==> src/rtl/muldiv_pkg.sv <==
// Shared definitions for the iterative multiply/divide unit: ALU opcodes and FSM states.
// Opcode values are also used by the ALU decoder.
package muldiv_pkg;

    localparam logic [3:0] OP_MUL = 4'd13;
    localparam logic [3:0] OP_DIV = 4'd14;
    localparam logic [3:0] OP_REM = 4'd15;

    typedef enum logic [1:0] {
        IDLE,
        BUSY,
        DONE
    } state_t;

    function automatic logic is_supported(input logic [3:0] op);
        return (op == OP_MUL) || (op == OP_DIV) || (op == OP_REM);
    endfunction

endpackage

==> src/rtl/muldiv_if.sv <==
// Request/response channel of the multiply/divide unit.
// The requester uses the master modport and the unit uses the slave modport.
interface muldiv_if #(
    parameter int N = 32
);
    logic         in_valid;
    logic         in_ready;
    logic [3:0]   op;
    logic [N-1:0] a;
    logic [N-1:0] b;
    logic         out_valid;
    logic         out_ready;
    logic [N-1:0] o;
    logic         busy;

    modport master (
        output in_valid, op, a, b, out_ready,
        input  in_ready, out_valid, o, busy
    );

    modport slave (
        input  in_valid, op, a, b, out_ready,
        output in_ready, out_valid, o, busy
    );
endinterface

==> src/rtl/muldiv_div_step.sv <==
// One restoring-division step: shift the partial remainder left, bring in the next
// dividend bit, and keep the difference when it does not go negative.
module muldiv_div_step #(
    parameter int N = 32
) (
    input  logic [N-1:0] rem,
    input  logic         dividend_bit,
    input  logic [N-1:0] divisor,
    output logic [N-1:0] rem_next,
    output logic         q_bit
);
    logic [N:0]   shifted;
    logic [N+1:0] diff;

    assign shifted  = {rem, dividend_bit};
    assign diff     = {1'b0, shifted} - {2'b00, divisor};
    assign q_bit    = ~diff[N+1];
    // The kept remainder is always below the divisor, so its top bit is zero here.
    assign rem_next = q_bit ? diff[N-1:0] : shifted[N-1:0];
endmodule

==> src/rtl/muldiv_unit.sv <==
// Iterative MUL/DIV/REM unit, one bit per cycle, with valid/ready request and response.
// Define MULDIV_EARLY_OUT_EN to finish trivial operands in a single cycle.
module muldiv_unit
    import muldiv_pkg::*;
#(
    parameter int N = 32
) (
    input  logic     clk,
    input  logic     rst,
    muldiv_if.slave  bus
);
    localparam int CW = $clog2(N);

    state_t        state;
    state_t        state_next;
    logic [CW-1:0] count;
    logic [3:0]    op_q;
    logic [N-1:0]  a_q;
    logic [N-1:0]  b_q;
    logic [N-1:0]  acc;

    logic          accept;
    logic          last;
    logic          direct;
    logic [N-1:0]  direct_val;

    logic [N-1:0]  mul_next;
    logic [N-1:0]  rem_next;
    logic          q_bit;
    logic          shift_in;
    logic [N-1:0]  a_next;
    logic [N-1:0]  acc_next;
    logic [N-1:0]  result;

    assign bus.in_ready  = (state == IDLE) && !rst;
    assign bus.out_valid = (state == DONE);
    assign bus.busy      = (state == BUSY) || (state == DONE);

    assign accept = bus.in_valid && bus.in_ready;
    assign last   = (count == CW'(N - 1));

    // Requests that skip the iterations and the value they return.
    always_comb begin : early_decode
        // NOTE: every output of a combinational block gets a default first, so no
        // path through the if/case leaves it unassigned and infers a latch.
        direct     = 1'b0;
        direct_val = '0;
        if (!is_supported(bus.op)) begin
            direct = 1'b1;
        end
`ifdef MULDIV_EARLY_OUT_EN
        else if (bus.op == OP_MUL) begin
            direct = (bus.a == '0) || (bus.b == '0);
        end else if (bus.b == '0) begin
            direct     = 1'b1;
            direct_val = (bus.op == OP_DIV) ? '1 : bus.a;
        end else if (bus.a < bus.b) begin
            direct     = 1'b1;
            direct_val = (bus.op == OP_DIV) ? '0 : bus.a;
        end
`endif
    end

    always_ff @(posedge clk) begin : state_reg
        // NOTE: sequential state is written with non-blocking assignments so every
        // register samples pre-edge values regardless of statement order.
        if (rst) begin
            state <= IDLE;
        end else begin
            state <= state_next;
        end
    end

    always_comb begin : next_state
        state_next = state;
        unique case (state)
            IDLE: if (accept) state_next = direct ? DONE : BUSY;
            BUSY: if (last) state_next = DONE;
            DONE: if (bus.out_ready) state_next = IDLE;
            default: state_next = IDLE;
        endcase
    end

    // Multiply runs MSB first so it shares the left-shifting a_q with division.
    assign mul_next = {acc[N-2:0], 1'b0} + (a_q[N-1] ? b_q : '0);

    muldiv_div_step #(.N(N)) u_div_step (
        .rem          (acc),
        .dividend_bit (a_q[N-1]),
        .divisor      (b_q),
        .rem_next     (rem_next),
        .q_bit        (q_bit)
    );

    // For division a_q fills with quotient bits as the dividend bits shift out.
    assign shift_in = (op_q == OP_MUL) ? 1'b0 : q_bit;
    assign a_next   = {a_q[N-2:0], shift_in};
    assign acc_next = (op_q == OP_MUL) ? mul_next : rem_next;

    always_comb begin : result_sel
        result = rem_next;
        if (op_q == OP_MUL) begin
            result = mul_next;
        end else if (op_q == OP_DIV) begin
            result = a_next;
        end
    end

    always_ff @(posedge clk) begin : control_reg
        if (rst) begin
            count <= '0;
            bus.o <= '0;
        end else if (accept) begin
            count <= '0;
            if (direct) begin
                bus.o <= direct_val;
            end
        end else if (state == BUSY) begin
            count <= count + CW'(1);
            if (last) begin
                bus.o <= result;
            end
        end
    end

    // NOTE: the operand and accumulator registers carry no reset; they are always
    // loaded on acceptance before use, and a reset only needs to clear control state.
    always_ff @(posedge clk) begin : datapath_reg
        if (accept) begin
            op_q <= bus.op;
            a_q  <= bus.a;
            b_q  <= bus.b;
            acc  <= '0;
        end else if (state == BUSY) begin
            a_q  <= a_next;
            acc  <= acc_next;
        end
    end

endmodule

==> src/flat_wrapper.sv <==
// flat-port wrapper written by rule: the top's interface ports become plain ports
module muldiv_unit_flat import muldiv_pkg::*;
#(
    parameter int N = 32
)
  (clk, rst, bus_in_valid, bus_op, bus_a, bus_b, bus_out_ready, bus_in_ready, bus_out_valid, bus_o, bus_busy);
  muldiv_if #(.N(N)) bus_i ();
  input  logic clk;
  input  logic rst;
  input wire logic [$bits(bus_i.in_valid)-1:0] bus_in_valid;
  input wire logic [$bits(bus_i.op)-1:0] bus_op;
  input wire logic [$bits(bus_i.a)-1:0] bus_a;
  input wire logic [$bits(bus_i.b)-1:0] bus_b;
  input wire logic [$bits(bus_i.out_ready)-1:0] bus_out_ready;
  output wire logic [$bits(bus_i.in_ready)-1:0] bus_in_ready;
  output wire logic [$bits(bus_i.out_valid)-1:0] bus_out_valid;
  output wire logic [$bits(bus_i.o)-1:0] bus_o;
  output wire logic [$bits(bus_i.busy)-1:0] bus_busy;
  assign bus_i.in_valid = bus_in_valid;
  assign bus_i.op = bus_op;
  assign bus_i.a = bus_a;
  assign bus_i.b = bus_b;
  assign bus_i.out_ready = bus_out_ready;
  assign bus_in_ready = bus_i.in_ready;
  assign bus_out_valid = bus_i.out_valid;
  assign bus_o = bus_i.o;
  assign bus_busy = bus_i.busy;
  muldiv_unit #(.N(N)) u_core (.clk(clk), .rst(rst), .bus(bus_i));
endmodule
==> config.mk <==
export PLATFORM = sky130hd
export DESIGN_NAME = muldiv_unit_flat
export DESIGN_NICKNAME = d
export VERILOG_FILES = /design/src/rtl/muldiv_pkg.sv /design/src/rtl/muldiv_if.sv /design/src/rtl/muldiv_div_step.sv /design/src/rtl/muldiv_unit.sv /design/src/flat_wrapper.sv
export SDC_FILE = /design/constraint.sdc
export NUM_CORES = 1
export LEC_CHECK = 0
export CAP_MARGIN = 30
export CORE_ASPECT_RATIO = 0.7
export CORE_MARGIN = 8
export CORE_UTILIZATION = 47
export DETAILED_ROUTE_END_ITERATION = 10
export GPL_TIMING_DRIVEN = 0
export PLACE_DENSITY = 0.79
export SETUP_SLACK_MARGIN = 0.2
export SYNTH_ARGS = -nofsm -noshare
export SYNTH_HDL_FRONTEND = slang
export SYNTH_SLANG_ARGS = --single-unit
==> constraint.sdc <==
create_clock -name clk -period 3.2 [get_ports clk]
set_clock_uncertainty 0.05 [all_clocks]
set_input_delay 0.64 -clock clk [delete_from_list [all_inputs] [get_ports clk]]
set_output_delay 0.64 -clock clk [all_outputs]
set_load 0.005 [all_outputs]
# Word-level counts from Yosys, hierarchy flattened

Index checks and enable logic that the tools add are counted.

Output and inout port bits: 35
Register bits after elaboration: 139
Input bits: 72
Word-level logic and storage cells: 52

Add/subtract/negate cells: 3
Bitwise operators: 1
Mux-type cells: 17
Eq/ne operators: 12
Reductions and logical operators: 12

Operator list:

| cell                                          | number |
|---|---|
| two-way mux 32 bit                            | 11 |
| subtractor 33 x 32 -> 34 bit                  | 1 |
| adder 32 bit                                  | 1 |
| == test 4 bit, second input constant          | 5 |
| two-way mux 2 bit                             | 4 |
| case mux 2 bit (3 select lines)               | 1 |
| AND reduction 3 bit                           | 2 |
| adder 5 x 1 -> 5 bit, second input constant   | 1 |
| == test 5 bit, second input constant          | 1 |
| != test 2 x 1 -> 1 bit, second input constant | 2 |
| != test 2 bit, second input constant          | 2 |
| nonzero test 2 bit                            | 2 |
| logical OR 1 bit                              | 3 |
| == test 2 x 1 -> 1 bit, second input constant | 1 |
| == test 2 bit, second input constant          | 1 |
| logical AND 1 bit                             | 2 |
| logical NOT 2 bit                             | 1 |
| OR reduction 2 bit                            | 1 |
| logical NOT 1 bit                             | 1 |
| two-way mux 1 bit                             | 1 |
| inverter 1 bit                                | 1 |

# Longest topological paths before layout

Word-level depth: 8
Depth in mapped cells: 15
Gate-level depth less buffers: 14

# Cells and area by module

A second synthesis with hierarchy kept.

Cell total of the unflattened synthesis: 1270
Area total of the unflattened synthesis: 10440.0 µm²

By module, submodules not included:

| module          | instances | seq. area each (µm²) | area an instance (µm²) | cells each |
|---|---|---|---|---|
| muldiv_unit     | 1         | 3463.3               | 8010.2                 | 897 |
| muldiv_div_step | 1         | 0.0                  | 2429.8                 | 373 |

# Worst setup path before layout

OpenSTA, ideal clock, no wires.

Path type: reg2reg
From: register u_core.a_q[31]
To: register u_core.bus.o[29]
Period minus slack after synthesis: 3.266 ns
Setup slack: -0.066 ns
Data arrival time: 3.095 ns
Data required time: 3.029 ns
Buffers on the path: 1
Cell stages (with the launch flop): 14
Library setup time: 0.121 ns
Path through: edfxtp_1 > inv_1 > clkbuf_1 > nor2_1 > ha_1 > a211oi_2 > nor2_1 > o31a_1 > o31ai_4 > a21oi_2 > a211oi_2 > mux2_2 > a221oi_1 > o21ai_1

Longest elaborated chain between the ends: 7
Elaborated cells on any way between the ends: 9
Classes of those cells: 2 x add/sub; 7 x mux

RTL lines:

| item                         | RTL line              | RTL |
|---|---|---|
| start: declaration           | muldiv_unit.sv:18     | `logic [N-1:0] a_q;` |
| start signal: assignment     | muldiv_unit.sv:131    | `a_q <= bus.a;` |
| start signal: assignment     | muldiv_unit.sv:135    | `a_q <= a_next;` |
| subtractor 33 x 32 -> 34 bit | muldiv_div_step.sv:16 | `assign diff = {1'b0, shifted} - {2'b00, divisor};` |
| two-way mux 32 bit           | muldiv_div_step.sv:19 | `assign rem_next = q_bit ? diff[N-1:0] : shifted[N-1:0];` |
| two-way mux 32 bit           | muldiv_unit.sv:104    | `end else if (op_q == OP_DIV) begin` |
| two-way mux 32 bit (*)       | muldiv_unit.sv:102    | `if (op_q == OP_MUL) begin` |
| two-way mux 32 bit (*)       | muldiv_unit.sv:120    | `if (last) begin` |
| two-way mux 32 bit (*)       | muldiv_unit.sv:118    | `end else if (state == BUSY) begin` |
| two-way mux 32 bit (*)       | muldiv_unit.sv:113    | `end else if (accept) begin` |
| end signal: assignment       | muldiv_unit.sv:116    | `bus.o <= direct_val;` |
| end signal: assignment       | muldiv_unit.sv:121    | `bus.o <= result;` |
| end: declaration             | muldiv_if.sv:23       | `output in_ready, out_valid, o, busy` |

Mark *: on every way between the ends. The rest lies on a longest branch, timed or not. The select of a mux whose other input is x is not followed.
A chain may end at the register's enable or synchronous reset.

# Worst setup path in the final report

From: register u_core.a_q[31]
To: register u_core.bus.o[28]

The elaborated chain is that of the path after synthesis.

==> key figures <==
Run status
  – Result of the run: finished with violations
  – Violated checks: setup timing

Synth
  – Synthesized area divided by synthesized cell count: 8.356 um2
  – Number of distinct library cell variants in the gate-level netlist after synthesis: 92
  – Mapped Area: 0.01007 mm2
  – Async set or reset register ratio after synthesis: 0
  – Number of nets produced by synthesis: 1347
  – Post-synthesis sequential area ratio: 0.3440
  – Yosys top cell area share: 0.2028
  – Main synth FF type: dfxtp_1
  – Synthesized flop and latch total: 139
  – Leading cell type by number of instances after synthesis: nand2_1
  – Library cell with the largest summed area after synthesis: edfxtp_1
  – Number of warning messages in the yosys log: 0
  – Cell types with the largest area share after synthesis: edfxtp_1, dfxtp_1, ha_1, nand2_1, nor2_1
  – List of most frequent post-synthesis cells: nand2_1, nor2_1, a21oi_1
  – Number of enable-type register cells in the synthesized netlist: 68
  – Number of cells produced by synthesis: 1205

Final layout
  – Diodes inserted: 0
  – Layout Area Growth over Synthesis: 33.74%
  – Final design instance area without fill: 0.01347 mm2
  – NumNets Final: 1518
  – Count of filler cells inserted in the layout: 1601
  – Ratio of cells with drive above 1 in the final layout: 0.1857

Global route
  – Antenna violations before repair: 0
  – First-pass GRT wire length: 56310 um
  – Number of global-route vias before repair: 10340
  – Residual overflow from global routing: 0
  – Largest net degree at the start of global routing: 24
  – Aggregate global-route resource usage: 0.2679

Timing
  – Slew @ Worst Pin: 1.007 ns
  – Post-route setup TNS: -2.383 ns
  – Highest clock rate: 293.3 MHz
  – Max_slew headroom: 0.3288
  – Unrepaired setup endpoints after global routing: true
  – Final hold violation count: 0
  – Post-route setup slack: -0.2090 ns
  – Final clock period utilization by the worst path: 1.065
  – Minimum clock period: 3.409 ns
  – Number of slew-limit violations in the final report: 0
  – Setup violations, final: 21

Die
  – Initial standard-cell utilization of the core: 0.4825
  – Core region area: 0.02087 mm2
  – Number of rows in the core area: 44
  – X dimension of the die: 190.9 um
  – Die area: 0.02644 mm2
  – Vertical die dimension: 138.5 um
  – Total I/O pin count: 107

Route
  – DRC errors left: 0
  – Drt first-iter violations: 1165
  – WL final: 37700 um
  – Number of nets still failing antenna checks after routing: 0
  – Via total after detailed routing: 10700
  – Average detailed-routed wire length per instance: 22.64 um
  – Post-DR vias/cell: 6.429
  – 1st-pass router iterations: 6

Critical path
  – Worst path top cell family by delay: compound AO/OA/AOI/OAI gates
  – Worst path cell trace: inv_2, clkbuf_16, ha_4, fa_2, nand2b_4, a21oi_4, o41a_1, buf_4, buf_6, o211ai_1, nand3_1, xnor2_2, o21ai_1, o21ai_1, o211ai_1
  – Arrival @ worst endpoint: 3.67 ns
  – Sort of element at the end of the critical path: flip-flop
  – Critical Path Fanout Max: 4
  – Critical Path Source: u_core.a_q[31]
  – Worst R2R End: u_core.bus.o[28]
  – Buffers plus inverters on the worst setup path: 4
  – Worst Setup Start Kind: flip-flop
  – Largest stage delay on the critical path: 0.48 ns
  – Slowest stage cell on the critical path: edfxtp_1
  – Critical path required time: 3.46 ns
  – Class of the most critical setup path: flip-flop to flip-flop
  – R2R Path Start: u_core.a_q[31]
  – Worst setup path endpoint: u_core.bus.o[28]
  – Setup slack, reg-to-reg: -0.21 ns
  – Count of cells along the worst register-to-register path: 15
  – Logic depth of the worst path, buffers included: 15

Clocking
  – TritonCTS buffer count: 17
  – Number of buffers on the longest clock path: 2
  – Latest clock arrival within the worst-skew pair: 0.45 ns
  – Clock Pin Slew Worst Setup and Hold Paths: 0.07 ns
  – CTS sink cnt: 139
  – Clock tree from TritonCTS: done
  – CTS H-Tree Depth: 4
  – Clock root buffer master: clkbuf_16

Place
  – Sum of net half-perimeters after detailed placement: 26810 um
  – Total cell area at the placement stage: 0.01159 mm2
  – Number of port buffers: 106
  – Place WS: -0.8888 ns
  – Placer's final routability congestion estimate: 0.9902

Power
  – Power density normalized to cell area: 750.7 mW/mm2
  – Switching power total: 0.004403 W
  – Leakage: 5.427 nW
  – Proportion of power drawn by flip-flops and latches: 0.247
  – Internal power: 0.005706 W
  – Peak VDD IR: 0.5507 mV
  – Combinational group share of total power: 0.566
  – Clock power frac: 0.187
  – Net switching share of the total power: 0.4356

Min path
  – Worst min path class: flip-flop to flip-flop

Flow run
  – Max-capacitance violation count: 0
-- cells by family (layout without fill, tap and decap cells) --
kind of cell    count (synthesis)  count (layout)  share of synthesized area
flops                         139             139                     0.3440
fa+ha+maj                      70              70                    0.08848
simple gates                  429             429                     0.1878
mux                            24              24                    0.02448
xor+xnor                       54              54                    0.04697
compound gates                376             376                     0.2620
buf+inv                       113             297                    0.04635
-- layout make-up --
class / instances / area [um2] / area share
multi-input cells: 953 / 7002 / 0.5200
flip-flops and latches: 139 / 3468 / 0.2576
repair buffers: 152 / 1536 / 0.1141
clock buffers: 25 / 496.7 / 0.03689
plain buffers: 61 / 382.9 / 0.02843
well taps: 276 / 345.3 / 0.02565
inverters: 52 / 195.2 / 0.01450
clock inverters: 7 / 38.79 / 0.002881
-- power groups by stage --
stage	Sequential (W)	Combinational, W	Clock (W)
after detailed placement	0.00247	0.00408	0
after CTS	0.00245	0.00473	0.00187
after global placement	0.00247	0.00395	0
final	0.00249	0.00572	0.00189
after floorplan	0.00236	0.00298	0
after global routing	0.00251	0.00603	0.00196
-- repair_timing --
item | in CTS | in global routing
endpoints found under the hold margin | 0 | 0
setup buffers | 20 | 19
pin swaps | 44 | 41
endpoints found under the setup margin | 88 | 110
cloned | 1 | 3
hold buffers | 0 | 0
gates resized for setup | 100 | 104
-- how the worst min path moves through the flow --
stage	from	to	slack, ns	cells past startpoint
after floorplan	u_core.bus.o[29]	u_core.bus.o[29]	0.40	2
after global placement	u_core.bus.o[29]	u_core.bus.o[29]	0.41	2
after detailed placement	u_core.bus.o[29]	u_core.bus.o[29]	0.41	2
after CTS	u_core.bus.o[29]	u_core.bus.o[29]	0.43	2
after global routing	u_core.bus.o[29]	u_core.bus.o[29]	0.46	2
final	u_core.bus.o[29]	u_core.bus.o[29]	0.44	2
-- tightest hold or removal path: stages (launching register included) --
cell and delay, ns:
dfxtp_1 0.32, nand2_1 0.05, o21ai_1 0.06
-- metrics by stage --
stage               total power [W]  utilization  cells  hold slack (ns)
finish                      0.01011       0.6454   1665           0.4351
global route                0.01050       0.6454   1665           0.4626
CTS                        0.009063       0.6136   1643           0.4325
detailed placement         0.006547       0.5556   1590           0.4111
global placement           0.006422       0.5530   1587           0.4141
floorplan                  0.005347            -   1205           0.3960
-- placed cells by master (no fill, tap or decap), drive strengths merged, types with 7 or more instances in the layout --
master,n
o21ai,75
nor3,13
buf,59
o21bai,11
o21a,15
o22ai,15
mux2i,22
xor2,24
clkbuf,73
nand2,189
ha,68
and3,9
nor2,126
a21oi,92
clkdlybuf4s50,106
edfxtp,68
inv,55
o211ai,15
dfxtp,71
nand3,37
xnor2,30
o31ai,7
nor2b,7
a21o,28
nand2b,12
a22oi,20
a211oi,17
a31oi,17
nand4,10
a211o,8
-- metal layers --
| layer | GRT usage | up-vias | wire (um) |
|---|---|---|---|
| met5 | 0 | - | 0 |
| met4 | 0.1095 | 0 | 1411 |
| met3 | 0.07940 | 141 | 4818 |
| met2 | 0.4012 | 759 | 16490 |
| met1 | 0.3543 | 5065 | 14970 |
| li1 | - | 4739 | - |
Power figures use the tool's default switching activity.
